[src/rtl/conv_pkg.sv]
`default_nettype none
// +----------------------------------------------------------------------+
// | conv_pkg                                                             |
// | Shared types and geometry helpers for the convolution tile control.  |
// | Revision: 1.0                                                        |
// +----------------------------------------------------------------------+
package conv_pkg;

  typedef enum logic [1:0] {
    ST_IDLE  = 2'd0,
    ST_RUN   = 2'd1,
    ST_DRAIN = 2'd2
  } state_t;

  // Latched tile geometry, already reduced to loop bounds
  typedef struct packed {
    logic [2:0] k;
    logic [2:0] s;
    logic [7:0] tc;
    logic [7:0] ro;
    logic [7:0] co;
    logic [7:0] sl;
    logic [7:0] bl;
  } cfg_t;

  function automatic logic [7:0] out_dim(input logic [7:0] t, input logic [2:0] k,
                                         input logic [2:0] s);
    logic [7:0] d;
    d = '0;
    if (s != 3'd0 && {5'd0, k} <= t)
      d = (t - {5'd0, k}) / {5'd0, s} + 8'd1;
    return d;
  endfunction

  function automatic longint op_count(input int k, input int ro, input int co,
                                      input int sl, input int bl);
    return longint'(k) * k * ro * co * sl * bl;
  endfunction

endpackage
`default_nettype wire

[src/rtl/wb_token_delay.sv]
`default_nettype none
// +----------------------------------------------------------------------+
// | wb_token_delay                                                       |
// | Fixed-depth shift register carrying {valid, flag, addr} tokens.      |
// | Revision: 1.0                                                        |
// +----------------------------------------------------------------------+
module wb_token_delay #(
  parameter int AW    = 16,
  parameter int DEPTH = 1
) (
  input  logic          clk,
  input  logic          rst,
  input  logic          in_valid,
  input  logic          in_first,
  input  logic [AW-1:0] in_addr,
  output logic          out_valid,
  output logic          out_first,
  output logic [AW-1:0] out_addr
);

  localparam int c_tok_w = AW + 2;

  generate
    if (DEPTH == 0) begin : g_pass
      assign {out_valid, out_first, out_addr} = {in_valid, in_first, in_addr};
    end else begin : g_shift
      logic [c_tok_w-1:0] r_sr [DEPTH];

      always_ff @(posedge clk or negedge rst) begin
        if (!rst) begin
          for (int n = 0; n < DEPTH; n++) r_sr[n] <= '0;
        end else begin
          r_sr[0] <= {in_valid, in_first, in_addr};
          for (int n = 1; n < DEPTH; n++) r_sr[n] <= r_sr[n-1];
        end
      end

      assign {out_valid, out_first, out_addr} = r_sr[DEPTH-1];
    end
  endgenerate

endmodule
`default_nettype wire

[src/rtl/conv_tile_ctrl.sv]
`default_nettype none
// +----------------------------------------------------------------------+
// | conv_tile_ctrl                                                       |
// | Runtime-configured loop sequencer and buffer addressing for one tile.|
// | Revision: 1.0                                                        |
// +----------------------------------------------------------------------+
module conv_tile_ctrl
  import conv_pkg::*;
#(
  parameter int AW         = 16,
  parameter int KMAX       = 7,
  parameter int DMAX       = 64,
  parameter int X          = 4,
  parameter int Y          = 4,
  parameter int PIPE_DELAY = 37,
  parameter int WB_DELAY   = 16
) (
  input  logic          clk,
  input  logic          rst,
  input  logic          start,
  input  logic [2:0]    cfg_k,
  input  logic [2:0]    cfg_s,
  input  logic [7:0]    cfg_tr,
  input  logic [7:0]    cfg_tc,
  input  logic [7:0]    cfg_tm,
  input  logic [7:0]    cfg_tn,
  input  logic          stall,
  output logic          busy,
  output logic          done,
  output logic          cfg_err,
  output logic          op_valid,
  output logic          kernel_start,
  output logic [AW-1:0] in_fm_rd_addr,
  output logic [AW-1:0] weight_rd_addr,
  output logic          out_fm_rd_ena,
  output logic          acc_first,
  output logic [AW-1:0] out_fm_rd_addr,
  output logic          out_fm_wr_ena,
  output logic [AW-1:0] out_fm_wr_addr
);

  localparam int     c_pend_w   = $clog2(PIPE_DELAY + 2) + 1;
  localparam longint c_addr_lim = longint'(1) << AW;

  state_t r_state, w_state_nx;
  cfg_t   r_cfg, w_cfg;
  logic   w_cfg_ok;

  logic [2:0] r_j, r_i;
  logic [7:0] r_col, r_row, r_slc, r_blk;
  logic w_j_last, w_i_last, w_col_last, w_row_last, w_slc_last, w_blk_last;
  logic w_issue, w_win_last, w_tile_last, w_last_tok, w_drain_done;
  logic [AW-1:0] w_in_addr, w_w_addr, w_out_addr;

  logic r_op_valid, r_kernel_start, r_cfg_err, r_done;
  logic [AW-1:0] r_in_addr, r_w_addr;
  logic r_tok_valid, r_tok_first;
  logic [AW-1:0] r_tok_addr;
  logic [c_pend_w-1:0] r_rd_pend;

  logic w_rd_valid, w_rd_first, w_wr_valid, w_wr_last;
  logic [AW-1:0] w_rd_addr, w_wr_addr;

  always_comb begin
    w_cfg.k  = cfg_k;
    w_cfg.s  = cfg_s;
    w_cfg.tc = cfg_tc;
    w_cfg.ro = out_dim(cfg_tr, cfg_k, cfg_s);
    w_cfg.co = out_dim(cfg_tc, cfg_k, cfg_s);
    w_cfg.sl = 8'(int'(cfg_tm) / X);
    w_cfg.bl = 8'(int'(cfg_tn) / Y);
    w_cfg_ok = 1'b1;
    if (cfg_k == 3'd0 || int'(cfg_k) > KMAX) w_cfg_ok = 1'b0;
    if (cfg_s == 3'd0 || cfg_s > cfg_k) w_cfg_ok = 1'b0;
    if (cfg_tr < {5'd0, cfg_k} || int'(cfg_tr) > DMAX) w_cfg_ok = 1'b0;
    if (cfg_tc < {5'd0, cfg_k} || int'(cfg_tc) > DMAX) w_cfg_ok = 1'b0;
    if (cfg_tm == 8'd0 || int'(cfg_tm) % X != 0 || int'(cfg_tm) > DMAX) w_cfg_ok = 1'b0;
    if (cfg_tn == 8'd0 || int'(cfg_tn) % Y != 0 || int'(cfg_tn) > DMAX) w_cfg_ok = 1'b0;
    // Highest address + 1 of every buffer must fit in AW bits
    if (longint'(cfg_tr) * longint'(cfg_tc) > c_addr_lim) w_cfg_ok = 1'b0;
    if (longint'(w_cfg.sl) * longint'(w_cfg.bl) * longint'(cfg_k) * longint'(cfg_k)
        > c_addr_lim) w_cfg_ok = 1'b0;
    if (longint'(w_cfg.bl) * longint'(w_cfg.ro) * longint'(w_cfg.co) > c_addr_lim)
      w_cfg_ok = 1'b0;
  end

  assign w_j_last    = (r_j == r_cfg.k - 3'd1);
  assign w_i_last    = (r_i == r_cfg.k - 3'd1);
  assign w_col_last  = (r_col == r_cfg.co - 8'd1);
  assign w_row_last  = (r_row == r_cfg.ro - 8'd1);
  assign w_slc_last  = (r_slc == r_cfg.sl - 8'd1);
  assign w_blk_last  = (r_blk == r_cfg.bl - 8'd1);
  assign w_win_last  = w_j_last && w_i_last;
  assign w_tile_last = w_win_last && w_col_last && w_row_last && w_slc_last && w_blk_last;

  assign w_in_addr  = AW'((int'(r_row) * int'(r_cfg.s) + int'(r_i)) * int'(r_cfg.tc)
                          + int'(r_col) * int'(r_cfg.s) + int'(r_j));
  assign w_w_addr   = AW'((int'(r_blk) * int'(r_cfg.sl) + int'(r_slc)) * int'(r_cfg.k) * int'(r_cfg.k)
                          + int'(r_i) * int'(r_cfg.k) + int'(r_j));
  assign w_out_addr = AW'(int'(r_blk) * int'(r_cfg.ro) * int'(r_cfg.co)
                          + int'(r_row) * int'(r_cfg.co) + int'(r_col));

  // The tile's final token is the only one leaving the read stage while in
  // DRAIN with nothing behind it; its tag rides the write stage to end the tile.
  assign w_last_tok   = (r_state == ST_DRAIN) && w_rd_valid && !r_tok_valid &&
                        (r_rd_pend == c_pend_w'(1));
  assign w_drain_done = (r_state == ST_DRAIN) && w_wr_valid && w_wr_last;

  always_comb begin
    w_state_nx = r_state;
    w_issue    = 1'b0;
    case (r_state)
      ST_IDLE:  if (start && w_cfg_ok) w_state_nx = ST_RUN;
      ST_RUN: begin
        w_issue = !stall;
        if (w_issue && w_tile_last) w_state_nx = ST_DRAIN;
      end
      ST_DRAIN: if (w_drain_done) w_state_nx = ST_IDLE;
      default:  w_state_nx = ST_IDLE;
    endcase
  end

  always_ff @(posedge clk or negedge rst) begin
    if (!rst) begin
      r_state <= ST_IDLE;
      r_cfg   <= '0;
    end else begin
      r_state <= w_state_nx;
      if (r_state == ST_IDLE && start && w_cfg_ok) r_cfg <= w_cfg;
    end
  end

  always_ff @(posedge clk or negedge rst) begin
    if (!rst) begin
      r_j <= '0; r_i <= '0; r_col <= '0; r_row <= '0; r_slc <= '0; r_blk <= '0;
    end else if (r_state == ST_IDLE) begin
      r_j <= '0; r_i <= '0; r_col <= '0; r_row <= '0; r_slc <= '0; r_blk <= '0;
    end else if (w_issue) begin
      r_j <= w_j_last ? 3'd0 : r_j + 3'd1;
      if (w_j_last) begin
        r_i <= w_i_last ? 3'd0 : r_i + 3'd1;
        if (w_i_last) begin
          r_col <= w_col_last ? 8'd0 : r_col + 8'd1;
          if (w_col_last) begin
            r_row <= w_row_last ? 8'd0 : r_row + 8'd1;
            if (w_row_last) begin
              r_slc <= w_slc_last ? 8'd0 : r_slc + 8'd1;
              if (w_slc_last) r_blk <= w_blk_last ? 8'd0 : r_blk + 8'd1;
            end
          end
        end
      end
    end
  end

  always_ff @(posedge clk or negedge rst) begin
    if (!rst) begin
      r_op_valid     <= 1'b0;
      r_kernel_start <= 1'b0;
      r_in_addr      <= '0;
      r_w_addr       <= '0;
      r_tok_valid    <= 1'b0;
      r_tok_first    <= 1'b0;
      r_tok_addr     <= '0;
      r_cfg_err      <= 1'b0;
      r_done         <= 1'b0;
      r_rd_pend      <= '0;
    end else begin
      r_op_valid     <= w_issue;
      r_kernel_start <= w_issue && (r_i == 3'd0) && (r_j == 3'd0);
      r_in_addr      <= w_issue ? w_in_addr : '0;
      r_w_addr       <= w_issue ? w_w_addr : '0;
      r_tok_valid    <= w_issue && w_win_last;
      r_tok_first    <= w_issue && w_win_last && (r_slc == 8'd0);
      r_tok_addr     <= (w_issue && w_win_last) ? w_out_addr : '0;
      r_cfg_err      <= (r_state == ST_IDLE) && start && !w_cfg_ok;
      r_done         <= w_drain_done;
      r_rd_pend      <= r_rd_pend + c_pend_w'(r_tok_valid) - c_pend_w'(w_rd_valid);
    end
  end

  wb_token_delay #(.AW(AW), .DEPTH(PIPE_DELAY)) u_rd_dly (
    .clk       (clk),
    .rst       (rst),
    .in_valid  (r_tok_valid),
    .in_first  (r_tok_first),
    .in_addr   (r_tok_addr),
    .out_valid (w_rd_valid),
    .out_first (w_rd_first),
    .out_addr  (w_rd_addr)
  );

  // Flag bit of the write stage carries the end-of-tile tag instead of slice-0
  wb_token_delay #(.AW(AW), .DEPTH(WB_DELAY)) u_wr_dly (
    .clk       (clk),
    .rst       (rst),
    .in_valid  (w_rd_valid),
    .in_first  (w_last_tok),
    .in_addr   (w_rd_addr),
    .out_valid (w_wr_valid),
    .out_first (w_wr_last),
    .out_addr  (w_wr_addr)
  );

  assign busy           = (r_state != ST_IDLE);
  assign done           = r_done;
  assign cfg_err        = r_cfg_err;
  assign op_valid       = r_op_valid;
  assign kernel_start   = r_kernel_start;
  assign in_fm_rd_addr  = r_in_addr;
  assign weight_rd_addr = r_w_addr;
  assign out_fm_rd_ena  = w_rd_valid && !w_rd_first;
  assign acc_first      = w_rd_valid && w_rd_first;
  assign out_fm_rd_addr = w_rd_addr;
  assign out_fm_wr_ena  = w_wr_valid;
  assign out_fm_wr_addr = w_wr_addr;

endmodule
`default_nettype wire
[config.mk]
export PLATFORM = sky130hd
export DESIGN_NAME = conv_tile_ctrl
export DESIGN_NICKNAME = d
export VERILOG_FILES = /design/src/rtl/conv_pkg.sv /design/src/rtl/wb_token_delay.sv /design/src/rtl/conv_tile_ctrl.sv
export SDC_FILE = /design/constraint.sdc
export NUM_CORES = 2
export LEC_CHECK = 0
export BUFFER_PORTS_ARGS = -buffer_cell sky130_fd_sc_hd__buf_2
export CAP_MARGIN = 20
export CELL_PAD_IN_SITES_DETAIL_PLACEMENT = 1
export CELL_PAD_IN_SITES_GLOBAL_PLACEMENT = 1
export CORE_UTILIZATION = 38
export CTS_CLUSTER_SIZE = 10
export DETAILED_ROUTE_END_ITERATION = 8
export PLACE_DENSITY = 0.66
export SYNTH_ARGS = -nofsm -noshare
export SYNTH_HDL_FRONTEND = slang
export SYNTH_SLANG_ARGS = --single-unit
[constraint.sdc]
create_clock -name clk -period 19.5 [get_ports clk]
set_input_delay 0.975 -clock clk [delete_from_list [all_inputs] [get_ports clk]]
set_output_delay 0.975 -clock clk [all_outputs]
set_load 0.02 [all_outputs]
; Yosys cells after proc, flatten, opt, wreduce, memory -nomap -nowiden
; Index checks and enable logic that the tools add are counted.
; W data, S select, Z words.
[totals]
reg_bits = 1097
in_bits = 42
output_inout_bits = 72
[op_classes]
n_addsub = 25
n_mul = 16
n_div = 2
order_cmp = 12
n_eq_ne = 12
muxes = 52
reduce_logical = 58
[op_table]
columns = operator, count
row1 = $mux W8, 28
row2 = $reduce_bool A32 Y1, 2
row3 = $add A8 B1 Y8 const B, 6
row4 = $mul A8 B8 Y16, 3
row5 = $mux W16, 3
row6 = $mul A15 B3 Y18, 2
row7 = $add A16 B3 Y16, 2
row8 = $eq A8 B8 Y1, 4
row9 = $gt A8 B7 Y1 const B, 4
row10 = $logic_not A8 Y1, 3
row11 = $logic_and A1 B1 Y1, 23
row12 = $gt A22 B17 Y1 const B, 1
row13 = $mul A14 B8 Y22, 1
row14 = $mul A8 B3 Y11, 2
row15 = $mux W3, 7
row16 = $gt A18 B17 Y1 const B, 1
row17 = $mul A18 B3 Y16, 1
row18 = $gt A16 B17 Y1 const B, 1
row19 = $add A16 B11 Y16, 1
row20 = $add A16 B16 Y16, 1
row21 = $add A16 B6 Y16, 1
row22 = $add A16 B8 Y16, 1
row23 = $div A8 B3 Y8, 2
row24 = $le A3 B8 Y1, 2
row25 = 37 further kinds, 75

; Longest topological paths before layout
[depth]
depth_word = 13
depth_mapped = 94
depth_no_buf = 92

; By module
; From an unflattened synthesis, not the netlist that was laid out.
[unflattened]
cells_unflattened = 4998
hier_area_um2 = 58235.9
[by_module_without_submodules]
columns = module, n_inst, cells_each, area_each_um2, seq_area_each_um2
row1 = conv_tile_ctrl, 1, 4012, 34122.7, 3578.4
row2 = wb_token_delay (u_rd_dly), 1, 682, 16786.1, 16666.0
row3 = wb_token_delay (u_wr_dly), 1, 304, 7327.0, 7206.9

; Worst setup path before layout
; OpenSTA, ideal clock, no wires.
[synth_timing]
path_kind = input -> register
from = in cfg_k[2]
to = reg r_cfg[18] in the netlist's numbering
setup_time_ns = 0.128
arrival_ns = 20.424
t_required_ns = 19.372
setup_slack_ns = -1.052
cell_stages = 91
path_buffers = 2
cell_sequence = clkbuf_1 -> inv_1 -> ha_1 -> and3b_1 -> or4_4 -> nand2_1 -> ha_1 -> nand2_1 -> nand3_1 -> a21boi_0 -> ha_1 -> or4b_1 -> a31oi_1 -> a41oi_2 -> ha_1 -> o211ai_1 -> nand3_1 -> o21ai_0 -> [55 not listed] -> inv_1 -> fa_1 -> fa_1 -> inv_1 -> fa_1 -> inv_1 -> ha_1 -> nor2b_1 -> o21ai_0 -> nand2b_1 -> o21ai_0 -> a21oi_1 -> o41ai_1 -> o2111ai_1 -> nor3_1 -> o21ai_4 -> buf_6 -> mux2_1
[synth_via]
elab_chain_len = 11
[synth_lines]
columns = item, line_no
row1 = from (decl), conv_tile_ctrl.sv:21  ; input logic [2:0] cfg_k,
row2 = "parallel branches: the longest is 11 deep, another holds $mul A14 B8 Y22", n/a
row3 = to (signal assigned), conv_tile_ctrl.sv:129  ; if (r_state == ST_IDLE && start && w_cfg_ok) r_cfg <= w_cfg;
row4 = to (decl), conv_tile_ctrl.sv:46  ; cfg_t r_cfg, w_cfg;
; Parallel ways; which one is timed is not known.
; A chain may end at the register's enable or synchronous reset.

; Worst setup path after layout
[layout_timing]
from = in cfg_k[2]
to = reg r_cfg[27] in the netlist's numbering
; Same word-level chain as after synthesis.

==> impl_summary.md <==
Status
The flow ran to the end, and the final reports show no timing, DRC or antenna violations.

Yosys
The mux cell area share after synthesis is 1.21%. Synthesis instantiated 82 different standard cells from the library. The synthesized area per cell is 11.6 µm². The Yosys warning count is 0.

Counting flops with an async set or reset pin after synthesis yields a share of 100%. The synthesized netlist devotes 25.3% of its cell area to adder and majority cells. The synthesized instance count is between 5000 and 6000.

The area share of and/or/nand/nor cells after synthesis is a little under an eighth. The mapped netlist covers 58200 µm². In the synthesized netlist the dominant register cell turns out to be sky130_fd_sc_hd__dfrtp_1. The xor-xnor portion of the synthesized cell area is around 3.4%. Counting flops with a built-in enable in the synthesized netlist gives 0. The synthesized design contains 1097 register bits. The synthesized netlist devotes 5.36% of its cell area to compound gates. The share of the Yosys chip area taken by registers is 47.1%. When the netlist entered floorplanning its net count stood at 5951.

After synthesis, the largest family of logic cells by area is adder cells.

Die
The number of placement rows is around 140. The number of placed I/O pins is 114. The floorplan die width is 393 µm. The initial core utilization is 38.3%. The floorplan die height is 393 µm. After floorplanning, the core was sized to cover 152000 µm². The die covers 155000 µm².

Routing
Once detail routing completed, the nets flagged for antenna violations numbered 0. The average wire per standard cell is between 15 and 20 µm. The number of DRC violations after detailed-routing iteration 0 is 1403. Before antenna repair, the detailed router went through 4 iterations.

After detailed routing, the number of remaining DRC violations is 0. Across all layers, the routed design uses ~35000 vias. The total wirelength of the detailed-routed design is approximately 130000 µm. Using the TritonRoute via totals, the vias-per-cell ratio works out to between 4 and 5.

Worst setup path
The critical path's top delay family is adder cells. The number of buffers and inverters on the critical path is 15. The critical path's largest stage delay is 0.55 ns. STA classifies the critical path endpoint as a flop. The critical path in this run is classified as in -> reg. The worst setup path is launched from a primary input.

The dominant cell type by count on the critical path is sky130_fd_sc_hd__ha_4. STA puts the critical path data arrival time at 19.32 ns. In this run the worst path has a maximum fanout of 10. On the critical path, the stage with the largest delay is an instance of sky130_fd_sc_hd__fa_1. For the worst setup path, the data required time is 20.10 ns.

Global routing
The total congestion overflow after global routing is 0. The overall global routing resource usage is around 18%. The wire length of the first global-routing pass is 222000 µm. The number of antenna violations at the first check in global routing is 4. The maximum number of pins on one net before global-route repair is slightly below 200.

The via count of the first global-routing pass came to between 40000 and 50000.

Clocking
The clock tree from TritonCTS is yes. The CTS buffer count is 131. In this run the deepest clock path goes through 3 buffers.

The clock transition at the register clock pins on the worst setup and hold paths after CTS is roughly 0.050 ns. The H-tree depth is 4. The insertion delay to the later sink of the worst-skew pair is 0.75 ns.

The clock sink count is 1097. The root buffer cell chosen for the clock tree is sky130_fd_sc_hd__clkbuf_16.

Timing
The smallest clock period supported by the final layout is computed as 18.72 ns. The number of endpoints with negative hold slack in the final report is 0. The final critical-path share of the clock period is a little under 100%. For the pin with the worst max-slew slack, the measured transition is 1.19 ns. The total count of max-transition violations in the final report is 0. The worst-case clock skew is 0.0474 ns. The final-report setup violation count is 0.

Static timing analysis puts the maximum clock frequency at 0.0534 GHz. Measured against its own limit, the worst slew margin works out to between 20% and 30%.

Final layout
The number of filler cells placed in the layout is around 16000. Leaving out fill and tap cells, the most frequent cell in the layout is sky130_fd_sc_hd__dfrtp_1. From synthesis to final layout, the design area changed by 13.7%. In the layout the commonest cells are sky130_fd_sc_hd__dfrtp_1 (1097), sky130_fd_sc_hd__inv_1 (720), sky130_fd_sc_hd__fa_1 (460).

The non-filler instance count after layout is 7315. Cells with a size suffix above 1 make up 11.0% of the layout. The final layout contains 6197 nets.

Place
At the end of routability-driven placement, the weighted congestion stood at 0.863. The quantity of I/O buffers inserted on ports is around 110. The wire-length estimate of the detail-placed layout is 96200 µm. The post-placement cell count is 7125.

Min path
The class of the most critical hold timing path is reg -> reg.

Flow run
Max-cap violations in this run came to 0.
-- final cells by class --
type                            count  area (µm²)  share of cell area [%]
Tap cell                         2030        2540                    3.84
Inverter                          724        2720                    4.11
Multi-Input combinational cell   3015       27800                    42.0
Timing Repair Buffer              283        1970                    2.97
Sequential cell                  1097       27500                    41.5
Clock buffer                      145        3430                    5.19
Clock inverter                     19         265                   0.401
Antenna cell                        2        5.00                 0.00756
-- state kept, by name (all words and copies together) (netlist names), 2 cells and up --
| register | count |
|---|---|
| u_wr_dly.g_shift.r_sr | 270 |
| r_i | 3 |
| u_wr_dly.out_addr | 16 |
| r_rd_pend | 7 |
| r_cfg | 42 |
| u_rd_dly.out_addr | 16 |
| r_col | 8 |
| r_j | 3 |
| u_rd_dly.g_shift.r_sr | 648 |
| r_tok_addr | 16 |
| r_blk | 8 |
| in_fm_rd_addr | 16 |
| r_state | 2 |
| weight_rd_addr | 16 |
| r_slc | 8 |
| r_row | 8 |
-- kinds of logic (layout without fill, tap and decap cells) --
logic type | count (synthesis) | count (layout)
AOI/OAI and AO/OA | 473 | 473
and+or+nand+nor | 1357 | 1357
other | 0 | 2
xor gates and xnor gates | 217 | 217
muxes | 65 | 65
buffers and inverters | 894 | 1171
DFF | 1097 | 1097
adders and majority gates | 903 | 903
-- Yosys cell counts (all sizes together), types with 9 or more instances --
master	n	area, µm²
a211oi	11	82.6
a21boi	9	67.6
a21o	31	233
a21oi	127	639
a31oi	14	87.6
and2	289	1810
and3	46	288
buf	39	294
clkbuf	131	492
dfrtp	1097	27500
fa	461	9230
ha	442	5530
inv	724	2720
mux2	45	507
mux2i	20	200
nand2	461	1730
nand2b	50	313
nand3	51	255
nand4	17	106
nor2	223	837
nor2b	42	263
nor3	75	375
nor4	20	140
o211ai	12	90.1
o21a	40	300
o21ai	106	542
o21bai	39	293
o31ai	20	164
or2	28	175
or3	17	106
or4	10	82.6
xnor2	142	1240
xor2	69	604
-- worst register-to-register path, delay by kind of cell, from the launching register on --
family	cells	cell delay, ns
compound gates	7	1.70
flops	1	0.66
simple gates	3	0.65
fa+ha+maj	11	5.10
xor+xnor	10	2.27
buf+inv	4	0.24
-- path summary, 6_finish.rpt --
| path | depth (start not counted) | endpoint | start | slack [ns] |
|---|---|---|---|---|
| max | 92 | r_cfg[27] | cfg_k[2] | 0.78 |
| max reg2reg | 35 | r_tok_addr[15] | r_blk[2] | 8.73 |
| min reg2reg | 0 | u_rd_dly.g_shift.r_sr[450] | u_rd_dly.g_shift.r_sr[468] | 0.32 |
| max in group asynchronous | 5 | in_fm_rd_addr[3] | rst | 14.96 |
| min | 0 | u_rd_dly.g_shift.r_sr[450] | u_rd_dly.g_shift.r_sr[468] | 0.32 |
| min in group asynchronous | 1 | u_wr_dly.g_shift.r_sr[74] | rst | 0.34 |
-- repair_timing --
item                                    4_1_cts  5_1_grt
hold buffers                                  0        0
setup buffers                                 0       19
endpoints found under the setup margin        0       44
gates resized for setup                       0       77
-- metrics by stage --
step                      hold slack, ns  utilization (%)  setup TNS (ns)  setup WS, ns  area, µm²
after detailed placement           0.336             40.7          -20.47        -0.524      61900
final                              0.322             43.5               0         0.779      66200
after global placement             0.331             40.7           -2.99       -0.0961      61900
after floorplan                    0.331                -               0      0.000114      58400
after CTS                          0.325             43.1               0         0.154      65600
after global routing               0.331             43.5           -3.39        -0.116      66200
-- layer usage --
metal | track usage, % | up-vias | routed length, µm
met4 | 4.96 | 4 | 3260
li1 | - | 16205 | -
met1 | 22.3 | 18589 | 56600
met5 | 0 | - | 23
met3 | 2.40 | 190 | 3410
met2 | 33.0 | 400 | 71100
Power is not shown: default switching activity piles up to over one toggle a cycle in this logic, so the estimate is an artifact.
